## src/rtl/dac_pkg.sv

```systemverilog
// Shared widths, full-scale code, sequencer states and thermometer decode for the DAC segment encoder.
package dac_pkg;

  localparam int unsigned NBIN   = 8;
  localparam int unsigned NTHERM = 17;
  localparam int unsigned CODE_W = 13;
  localparam int unsigned FS     = NTHERM * (2 ** NBIN) + (2 ** NBIN) - 1;
  localparam int unsigned M_W    = $clog2(NTHERM + 1);
  localparam int unsigned PTR_W  = $clog2(NTHERM);
  localparam int unsigned SPAN_W = NTHERM + 1;

  typedef enum logic [1:0] {
    OFF,
    WAKE,
    RUN,
    DRAIN
  } enc_state_e;

  // Stage1 payload: clipped code plus its saturation flag.
  typedef struct packed {
    logic              sat;
    logic [CODE_W-1:0] code;
  } s1_t;

  // Low-aligned thermometer: m ones starting at bit 0 (m=NTHERM gives all ones).
  function automatic logic [NTHERM-1:0] therm_decode(input logic [M_W-1:0] m);
    logic [SPAN_W-1:0] span;
    span = SPAN_W'(1) << m;
    return NTHERM'(span - SPAN_W'(1));
  endfunction

endpackage

```

## src/rtl/dac_therm_rotator.sv

```systemverilog
// Rotational DEM for the thermometer field: pointer register plus barrel rotate of the decoded mask.
module dac_therm_rotator
  import dac_pkg::*;
(
  input  logic              clk,
  input  logic              rst_n,
  input  logic              load_i,
  input  logic [M_W-1:0]    m_i,
  output logic [NTHERM-1:0] therm_c_o
);

  localparam int unsigned SUM_W = PTR_W + 1;

  logic [PTR_W-1:0]    ptr_q, ptr_d;
  logic [SUM_W-1:0]    sum;
  logic [NTHERM-1:0]   base;
  logic [2*NTHERM-1:0] dbl;

  // Pointer advances by m modulo NTHERM on each encoded code; m=NTHERM wraps back to itself.
  always_comb begin
    ptr_d = ptr_q;
    sum   = SUM_W'(ptr_q) + SUM_W'(m_i);
    if (load_i) begin
      if (sum >= SUM_W'(NTHERM)) ptr_d = PTR_W'(sum - SUM_W'(NTHERM));
      else                       ptr_d = PTR_W'(sum);
    end
  end

  // Rotate left by the pointer; bits shifted past the top wrap into the low half.
  always_comb begin
    base      = therm_decode(m_i);
    dbl       = {NTHERM'(0), base} << ptr_q;
    therm_c_o = dbl[NTHERM-1:0] | dbl[2*NTHERM-1:NTHERM];
  end

  always_ff @(posedge clk or negedge rst_n) begin
    if (!rst_n) ptr_q <= '0;
    else        ptr_q <= ptr_d;
  end

endmodule

```

## src/rtl/dac_segment_encoder.sv

```systemverilog
// Code-to-segment encoder with power sequencer and 2-stage pipeline feeding driver_cell.
// Define DAC_DEM_EN to enable rotational element matching on the thermometer field.
module dac_segment_encoder
  import dac_pkg::*;
#(
  parameter int unsigned WAKE_CYC = 16
) (
  input  logic              clk,
  input  logic              rst_n,
  input  logic              en,
  input  logic              s_valid,
  input  logic [CODE_W-1:0] s_code,
  output logic              s_ready,
  output logic [NBIN-1:0]   datain,
  output logic [NBIN-1:0]   datainb,
  output logic [NTHERM-1:0] datatherm,
  output logic [NTHERM-1:0] datathermb,
  output logic              pdb,
  output logic              sat,
  output logic              busy
);

  localparam int unsigned     CNT_W      = $clog2(WAKE_CYC + 3);
  localparam logic [CNT_W-1:0] WAKE_LAST  = CNT_W'(WAKE_CYC - 1);
  localparam logic [CNT_W-1:0] DRAIN_ZERO = CNT_W'(2);

  enc_state_e        state_q, state_d;
  logic [CNT_W-1:0]  cnt_q, cnt_d;
  s1_t               s1_q, s1_d;
  logic              s1_vld_q, s1_vld_d;
  logic              ready_q, ready_d;
  logic              pdb_q, pdb_d;
  logic              busy_q, busy_d;
  logic              sat_q, sat_d;
  logic [NBIN-1:0]   din_q, din_d, dinb_q;
  logic [NTHERM-1:0] therm_q, therm_d, thermb_q;

  logic              xfer;
  logic              zero_code;
  logic              load;
  logic [M_W-1:0]    s1_m;
  logic [NTHERM-1:0] therm_next;

  assign xfer = s_valid && ready_q;
  assign s1_m = M_W'(s1_q.code >> NBIN);

  // Sequencer next state: WAKE counts settling cycles, DRAIN empties the pipe then drives one zero cycle.
  always_comb begin
    state_d = state_q;
    cnt_d   = cnt_q;
    case (state_q)
      OFF: begin
        if (en) begin
          state_d = WAKE;
          cnt_d   = '0;
        end
      end
      WAKE: begin
        if (!en) begin
          state_d = OFF;
          cnt_d   = '0;
        end else if (cnt_q == WAKE_LAST) begin
          state_d = RUN;
          cnt_d   = '0;
        end else begin
          cnt_d = cnt_q + CNT_W'(1);
        end
      end
      RUN: begin
        if (!en) begin
          state_d = DRAIN;
          cnt_d   = '0;
        end
      end
      DRAIN: begin
        if (cnt_q == DRAIN_ZERO) begin
          state_d = OFF;
          cnt_d   = '0;
        end else begin
          cnt_d = cnt_q + CNT_W'(1);
        end
      end
      default: begin
        state_d = OFF;
        cnt_d   = '0;
      end
    endcase
  end

  // Stage1: clip to full scale and flag saturation.
  always_comb begin
    s1_d     = s1_q;
    s1_vld_d = xfer;
    if (xfer) begin
      s1_d.sat  = (s_code > CODE_W'(FS));
      s1_d.code = s1_d.sat ? CODE_W'(FS) : s_code;
    end
  end

`ifdef DAC_DEM_EN
  dac_therm_rotator u_rot (
    .clk       (clk),
    .rst_n     (rst_n),
    .load_i    (load),
    .m_i       (s1_m),
    .therm_c_o (therm_next)
  );
`else
  assign therm_next = therm_decode(s1_m);
`endif

  // Stage2: encode, or force the zero code while waking, off, or in the final drain cycle.
  always_comb begin
    zero_code = (state_d == OFF) || (state_d == WAKE) ||
                ((state_d == DRAIN) && (cnt_d == DRAIN_ZERO));
    load      = s1_vld_q && !zero_code;
    din_d     = din_q;
    therm_d   = therm_q;
    sat_d     = sat_q;
    if (zero_code) begin
      din_d   = '0;
      therm_d = '0;
      sat_d   = 1'b0;
    end else if (load) begin
      din_d   = s1_q.code[NBIN-1:0];
      therm_d = therm_next;
      sat_d   = s1_q.sat;
    end
    pdb_d   = (state_d != OFF);
    busy_d  = (state_d != OFF);
    ready_d = (state_d == RUN);
  end

  always_ff @(posedge clk or negedge rst_n) begin
    if (!rst_n) begin
      state_q  <= OFF;
      cnt_q    <= '0;
      s1_q     <= '0;
      s1_vld_q <= 1'b0;
      ready_q  <= 1'b0;
      pdb_q    <= 1'b0;
      busy_q   <= 1'b0;
      sat_q    <= 1'b0;
      din_q    <= '0;
      dinb_q   <= '1;
      therm_q  <= '0;
      thermb_q <= '1;
    end else begin
      state_q  <= state_d;
      cnt_q    <= cnt_d;
      s1_q     <= s1_d;
      s1_vld_q <= s1_vld_d;
      ready_q  <= ready_d;
      pdb_q    <= pdb_d;
      busy_q   <= busy_d;
      sat_q    <= sat_d;
      din_q    <= din_d;
      dinb_q   <= ~din_d;
      therm_q  <= therm_d;
      thermb_q <= ~therm_d;
    end
  end

  assign s_ready    = ready_q;
  assign datain     = din_q;
  assign datainb    = dinb_q;
  assign datatherm  = therm_q;
  assign datathermb = thermb_q;
  assign pdb        = pdb_q;
  assign sat        = sat_q;
  assign busy       = busy_q;

endmodule
```

## config.mk

```make
export PLATFORM = sky130hd
export DESIGN_NAME = dac_segment_encoder
export DESIGN_NICKNAME = d
export VERILOG_FILES = /design/src/rtl/dac_pkg.sv /design/src/rtl/dac_therm_rotator.sv /design/src/rtl/dac_segment_encoder.sv
export SDC_FILE = /design/constraint.sdc
export NUM_CORES = 1
export LEC_CHECK = 0
export CAP_MARGIN = 40
export CELL_PAD_IN_SITES_DETAIL_PLACEMENT = 1
export CELL_PAD_IN_SITES_GLOBAL_PLACEMENT = 2
export CORE_AREA = 5 5 113 115
export DETAILED_ROUTE_END_ITERATION = 8
export DIE_AREA = 0 0 118 120
export PLACE_DENSITY_LB_ADDON = 0.1
export SLEW_MARGIN = 0
export SYNTH_ARGS = -nofsm -noshare
export SYNTH_HDL_FRONTEND = slang
export SYNTH_SLANG_ARGS = --single-unit
```

## constraint.sdc

```tcl
create_clock -name clk -period 2.31 [get_ports clk]
set_input_delay 0.462 -clock clk [delete_from_list [all_inputs] [get_ports clk]]
set_output_delay 0.462 -clock clk [all_outputs]
set_load 0.02 [all_outputs]
```

=== Word-level counts from Yosys, hierarchy flattened ===
Cells that the tools add are included.

* Register bits after elaboration: 75
* Latch bits: 0
* Memory bits (writable): 0
* ROM bits: 0
* Output and inout port bits: 54
* Word-level logic and storage cells: 56
* Memories kept: 0

* $add $sub $neg: 2
* Multiply operators: 0
* Div/mod/pow operators: 0
* Order comparisons: 1
* Eq/ne operators: 9
* Shift operators: 1
* Mux-type cells: 19
* Bitwise logic cells: 2
* Reduce and logical (&&, ||, !) cells: 10

{| class="wikitable"
|+ Operators by type and width
! operator !! number
|-
| 17-bit two-way mux || 2
|-
| 5-bit two-way mux || 5
|-
| 5-bit one-hot mux with 4 select lines || 1
|-
| 17-bit inverter || 1
|-
| 1-bit by 5-bit << shifter with 17-bit output, first input constant || 1
|-
| 17-bit by 1-bit subtractor with 17-bit output, second input constant || 1
|-
| 8-bit two-way mux || 2
|-
| 13-bit > comparator, second input constant || 1
|-
| 13-bit two-way mux || 1
|-
| 5-bit by 2-bit == test with 1-bit output, second input constant || 2
|-
| 2-bit two-way mux || 5
|-
| 2-bit == test, second input constant || 4
|-
| 8-bit inverter || 1
|-
| 2-bit one-hot mux with 4 select lines || 1
|-
| 5-bit by 1-bit adder with 5-bit output, second input constant || 1
|-
| 5-bit by 4-bit == test with 1-bit output, second input constant || 1
|-
| 2-bit by 1-bit == test with 1-bit output, second input constant || 2
|-
| 2-bit logical NOT || 2
|-
| 2-bit nonzero test || 2
|-
| 1-bit logical AND || 3
|-
| 1-bit logical OR || 2
|-
| 1-bit two-way mux || 2
|-
| 1-bit logical NOT || 1
|}

=== Longest topological paths before layout ===
* Depth in word-level cells: 12
* Gate-level depth with buffers: 11

=== Least setup slack after synthesis ===
No wires, ideal clock.

* Path kind: reg2reg
* From: register cnt_q[0]
* To: register thermb_q[14] (netlist: datathermb[14])
* Setup time: 0.080 ns
* Arrival time: 2.175 ns
* Required time: 2.230 ns
* Slack: 0.056 ns
* Stages on the path, launching flop included: 12
* Cells stage by stage: dfrtp_1 -> ha_1 -> nand3_1 -> inv_1 -> ha_1 -> and4bb_1 -> o21bai_1 -> o32ai_1 -> a41oi_4 -> buf_6 -> buf_12 -> nand2_2

* Cells in the longest elaborated chain, start to end: 12
* Elaborated cells between the ends (all ways): 25

{| class="wikitable"
|+ RTL lines
! element !! RTL line !! source
|-
| from (decl) || dac_segment_encoder.sv:28 || <nowiki>logic [CNT_W-1:0] cnt_q, cnt_d;</nowiki>
|-
| from (signal assigned) || dac_segment_encoder.sv:150 || <nowiki>cnt_q <= cnt_d;</nowiki>
|-
| 5-bit by 1-bit adder with 5-bit output / 5-bit by 4-bit == test with 1-bit output (equally long branches) || dac_segment_encoder.sv:66, dac_segment_encoder.sv:80, dac_segment_encoder.sv:62 ||
|-
| 5-bit two-way mux / 2-bit two-way mux (equally long branches) || dac_segment_encoder.sv:62 || <nowiki>end else if (cnt_q == WAKE_LAST) begin</nowiki>
|-
| 5-bit two-way mux / 2-bit two-way mux (equally long branches) || dac_segment_encoder.sv:59 || <nowiki>if (!en) begin</nowiki>
|-
| 5-bit one-hot mux with 4 select lines / 2-bit one-hot mux with 4 select lines (equally long branches) || dac_segment_encoder.sv:51 || <nowiki>case (state_q)</nowiki>
|-
| 5-bit by 2-bit == test with 1-bit output, or another cell as far along || dac_segment_encoder.sv:115 || <nowiki>((state_d == DRAIN) && (cnt_d == DRAIN_ZERO));</nowiki>
|-
| 1-bit logical AND / 1-bit logical OR (equally long branches) || dac_segment_encoder.sv:115, dac_segment_encoder.sv:114 ||
|-
| 1-bit logical OR * || dac_segment_encoder.sv:114 || <nowiki>zero_code = (state_d == OFF) || (state_d == WAKE) ||</nowiki>
|-
| 1-bit logical NOT || dac_segment_encoder.sv:116 || <nowiki>load = s1_vld_q && !zero_code;</nowiki>
|-
| 1-bit logical AND || dac_segment_encoder.sv:116 ||
|-
| 17-bit two-way mux || dac_segment_encoder.sv:124 || <nowiki>end else if (load) begin</nowiki>
|-
| 17-bit two-way mux * || dac_segment_encoder.sv:120 || <nowiki>if (zero_code) begin</nowiki>
|-
| 17-bit inverter * || dac_segment_encoder.sv:160 || <nowiki>thermb_q <= ~therm_d;</nowiki>
|-
| to (signal assigned) || dac_segment_encoder.sv:160 ||
|-
| to (decl) || dac_segment_encoder.sv:36 || <nowiki>logic [NTHERM-1:0] therm_q, therm_d, thermb_q;</nowiki>
|}

Every way passes the cells marked *; elsewhere a longest branch is shown, timed or not.
A chain may end at the register's enable or synchronous reset.

=== Worst setup path after layout ===
* From: register cnt_q[0]
* To: register din_q[4] (netlist: datain[4])

* Cells in the longest elaborated chain, start to end: 11
* Elaborated cells between the ends (all ways): 24

{| class="wikitable"
|+ RTL lines
! element !! RTL line !! source
|-
| 5-bit by 1-bit adder with 5-bit output / 5-bit by 4-bit == test with 1-bit output (equally long branches) || dac_segment_encoder.sv:66, dac_segment_encoder.sv:80, dac_segment_encoder.sv:62 ||
|-
| 5-bit two-way mux || dac_segment_encoder.sv:62 ||
|-
| 5-bit two-way mux || dac_segment_encoder.sv:59 ||
|-
| 5-bit one-hot mux with 4 select lines * || dac_segment_encoder.sv:51 ||
|-
| net cnt_d[1] || dac_segment_encoder.sv:28 ||
|-
| 5-bit by 2-bit == test with 1-bit output * || dac_segment_encoder.sv:115 ||
|-
| 1-bit logical AND * || dac_segment_encoder.sv:115 ||
|-
| 1-bit logical OR * || dac_segment_encoder.sv:114 ||
|-
| 1-bit logical NOT || dac_segment_encoder.sv:116 ||
|-
| 1-bit logical AND || dac_segment_encoder.sv:116 ||
|-
| 8-bit two-way mux || dac_segment_encoder.sv:124 ||
|-
| 8-bit two-way mux * || dac_segment_encoder.sv:120 ||
|-
| net din_d[4] || dac_segment_encoder.sv:35 || <nowiki>logic [NBIN-1:0] din_q, din_d, dinb_q;</nowiki>
|-
| to (signal assigned) || dac_segment_encoder.sv:157 || <nowiki>din_q <= din_d;</nowiki>
|-
| to (decl) || dac_segment_encoder.sv:35 ||
|}

Mark *: on every way through the listed nets, which the timed path passes. The rest lies on a longest branch.

==> metrics <==
total global routing overflow 0; Bufs on Longest Clock Path 2; First-pass DRT Iterations 4; die width 118 um; endpoints failing hold 0; IO buf count 70; ys flop type dfrtp_1; Net Count, Synth 312; Post-route DRC 0; r2r startpoint cnt_q[0]; class of the worst hold path primary input to asynchronous set/reset pin; Final Wtd Congestion 0.773; Placed Area 0.00444 sq mm; LEAKAGE 2.19 nW; worst slew pin tran 0.572 ns; most frequent cells in the layout 69 x clkdlybuf4s50_1, 49 x dfrtp_1, 43 x buf_4, 25 x dfstp_2, 23 x nand2_1; grt met2 use between 20% and 30%; die area 0.0142 sq mm; Final Max Tran Viols 0; DP Worst Slack -0.148 ns; endpoints failing setup 0; DRT Wirelength approximately 9600 um; met3 global-route usage 4.67%; Final HPWL DP 6290 um; reg-to-reg endpoint datain[4]; Initial Util 28.8%; Seq/Total Area, Yosys between 50% and 60%; fin crit period approximately 2.3 ns; row cnt 40; Reg2Reg Depth 10; clk_lat worst skew around 0.34 ns; Max Clock Freq 443 MHz; final setup margin 0.0514 ns; CTS tree built; Finished Layout Cells 554; worst-path fanout max 6; clock sink count 75; grt peak-use layer met2; ant diodes 0; H-Tree Depth 3; antenna violations before repair 0; layout cells sized above 1 34.2%; part of the cycle the worst path needs 97.8%; Max Cap Viol 0; Post-Syn Area 0.00338 sq mm; clock skew slightly below 0.007 ns; initial drt markers 90; maximum vdd drop 0.000406 V; Power Density 544 mW/mm^2; Crit-path slowest cell or4b_4; core area about 0.012 sq mm; CP Data Required Time 2.59 ns; net total in the final layout 424; R2R Setup Slk 0.05 ns; Ys Warns 0; commonest non-fill, non-tap cell in the layout clkdlybuf4s50_1; largest net degree at the start of global routing 42; Post-synth ARST share 100%; cell mode on critical path buf_6; Seq cells post-synth between 70 and 80; slowest cell delay on critical path 0.49 ns; EDFF count, synth 0; drt wl/cell 17.3 um; status completed; CP endpoint kind register; Die H 120 um; critical-path cell list buf_6, inv_4, ha_4, or4b_4, a21oi_4, o2bb2ai_4, a41oi_4, buf_6, clkbuf_16, and2_1; critical path arrival between 2 and 3 ns; Clock Pin Slew Worst Setup and Hold Paths 0.06 ns; fin area 0.00508 sq mm; M1 GR Usage 15.8%; CP Launch Type register; clk root buf clkbuf_16; area delta synth->final 50.4%; syn_area_per_cell 11.6 sq um; Placed Cells 521; cts bufs inserted 9; GR Util All Layers 13.5%; I/O pin count 71; count of different cell masters after synthesis 57; vias in the first global route 2,849; Max-slew headroom 61.9%; kind of critical path register to register; first-pass GRT wire length 15,000 um; Post-Synthesis Cells 290; RSZ-0062 raised after global routing yes; Routed Antenna Nets 0; via total after detailed routing roughly 2,700; vias per inst 4.79
-- worst max-delay path: cells and delay by family (launching register included) --
kind	cells	cell delay [ns]
and+or+nand+nor	2	0.60
buffers and inverters	4	0.53
AOI/OAI and AO/OA	3	0.52
DFF	1	0.42
adders and majority gates	1	0.12
-- sequential cells by signal, summed over array words and instances (netlist names) --
signal / cells
cnt_q: 5
s1_vld_q: 1
datatherm: 17
state_q: 2
busy: 1
datainb: 8
s1_q: 9
s1_m: 5
sat: 1
datain: 8
s_ready: 1
datathermb: 17
-- power by group --
group          switching [W]  leakage (nW)  internal [W]
Combinational      0.0000659          1.11     0.0000736
Clock               0.000567         0.125      0.000727
Sequential        0.00000662         0.950       0.00132
-- repair_timing --
item	in CTS	in global routing
setup buffers	13	3
setup endpoints to repair	50	42
gates cloned	2	3
pin swaps	8	5
hold buffers	0	0
gates resized for setup	26	15
hold endpoints to repair	0	0
-- routing by layer --
metal	vias to the layer above	part of all wire [%]
met5	-	0
met4	0	1.2
met3	10	4.2
met2	48	51
met1	1334	43
li1	1261	-
-- metrics by stage --
stage | TNS, ns | hold slack, ns | total power [W] | util (%)
floorplan | 0 | 0.166 | 0.00138 | -
global placement | -2.55 | 0.456 | 0.00147 | 37.9
detailed placement | -4.73 | 0.457 | 0.00147 | 37.9
CTS | 0 | 0.141 | 0.00281 | 42.3
global route | -1.23 | 0.168 | 0.00288 | 43.4
finish | 0 | 0.126 | 0.00276 | 43.4
-- synthesized netlist by cell type (all sizes together) (2+ instances only) --
cell type | n | area (sq um)
xor2 | 2 | 17.5
inv | 7 | 26.3
a21oi | 5 | 28.8
o22a | 10 | 87.6
buf | 9 | 82.6
nor3 | 4 | 20.0
o31ai | 2 | 15.0
a21boi | 2 | 15.0
clkbuf | 13 | 48.8
a22oi | 2 | 20.0
o221a | 2 | 22.5
nand2b | 2 | 12.5
mux2i | 3 | 30.0
a22o | 2 | 17.5
a31oi | 6 | 37.5
nand2 | 35 | 156
mux2 | 9 | 101
o21ai | 8 | 40.0
o211ai | 12 | 90.1
nor2b | 4 | 25.0
o221ai | 2 | 17.5
ha | 5 | 62.6
nand3b | 5 | 37.5
nor2 | 12 | 45.0
o211a | 8 | 80.1
dfrtp | 50 | 1250
and2 | 16 | 100
nand3 | 8 | 40.0
dfstp | 25 | 657
-- cell families after synthesis --
| group | Yosys count | share of synthesized area [%] |
|---|---|---|
| simple gates | 94 | 15.1 |
| compound gates | 71 | 17.1 |
| mux | 12 | 3.89 |
| flops | 75 | 56.5 |
| fa+ha+maj | 5 | 1.85 |
| buf+inv | 30 | 4.78 |
| xor+xnor | 3 | 0.778 |
-- worst max path at each step --
stage / startpoint / end / slack, ns / depth (start not counted)
finish: cnt_q[0] / datain[4] / 0.05 / 10
detailed placement: en / datain[5] / -0.15 / 8
global route: cnt_q[0] / datatherm[6] / -0.07 / 10
floorplan: cnt_q[0] / datathermb[14] / 0.06 / 11
global placement: en / datatherm[11] / -0.1 / 9
CTS: cnt_q[0] / datatherm[11] / 0.02 / 10
-- layout make-up --
type	count	area [sq um]
timing repair buffer	123	1210
multi-input combinational	185	1470
sequential	75	1910
clock inverter	6	41.3
tap	147	184
fill	1280	6630
clock buffer	10	229
inverter	8	32.5
No activity file was read; power rests on OpenSTA's default activity.
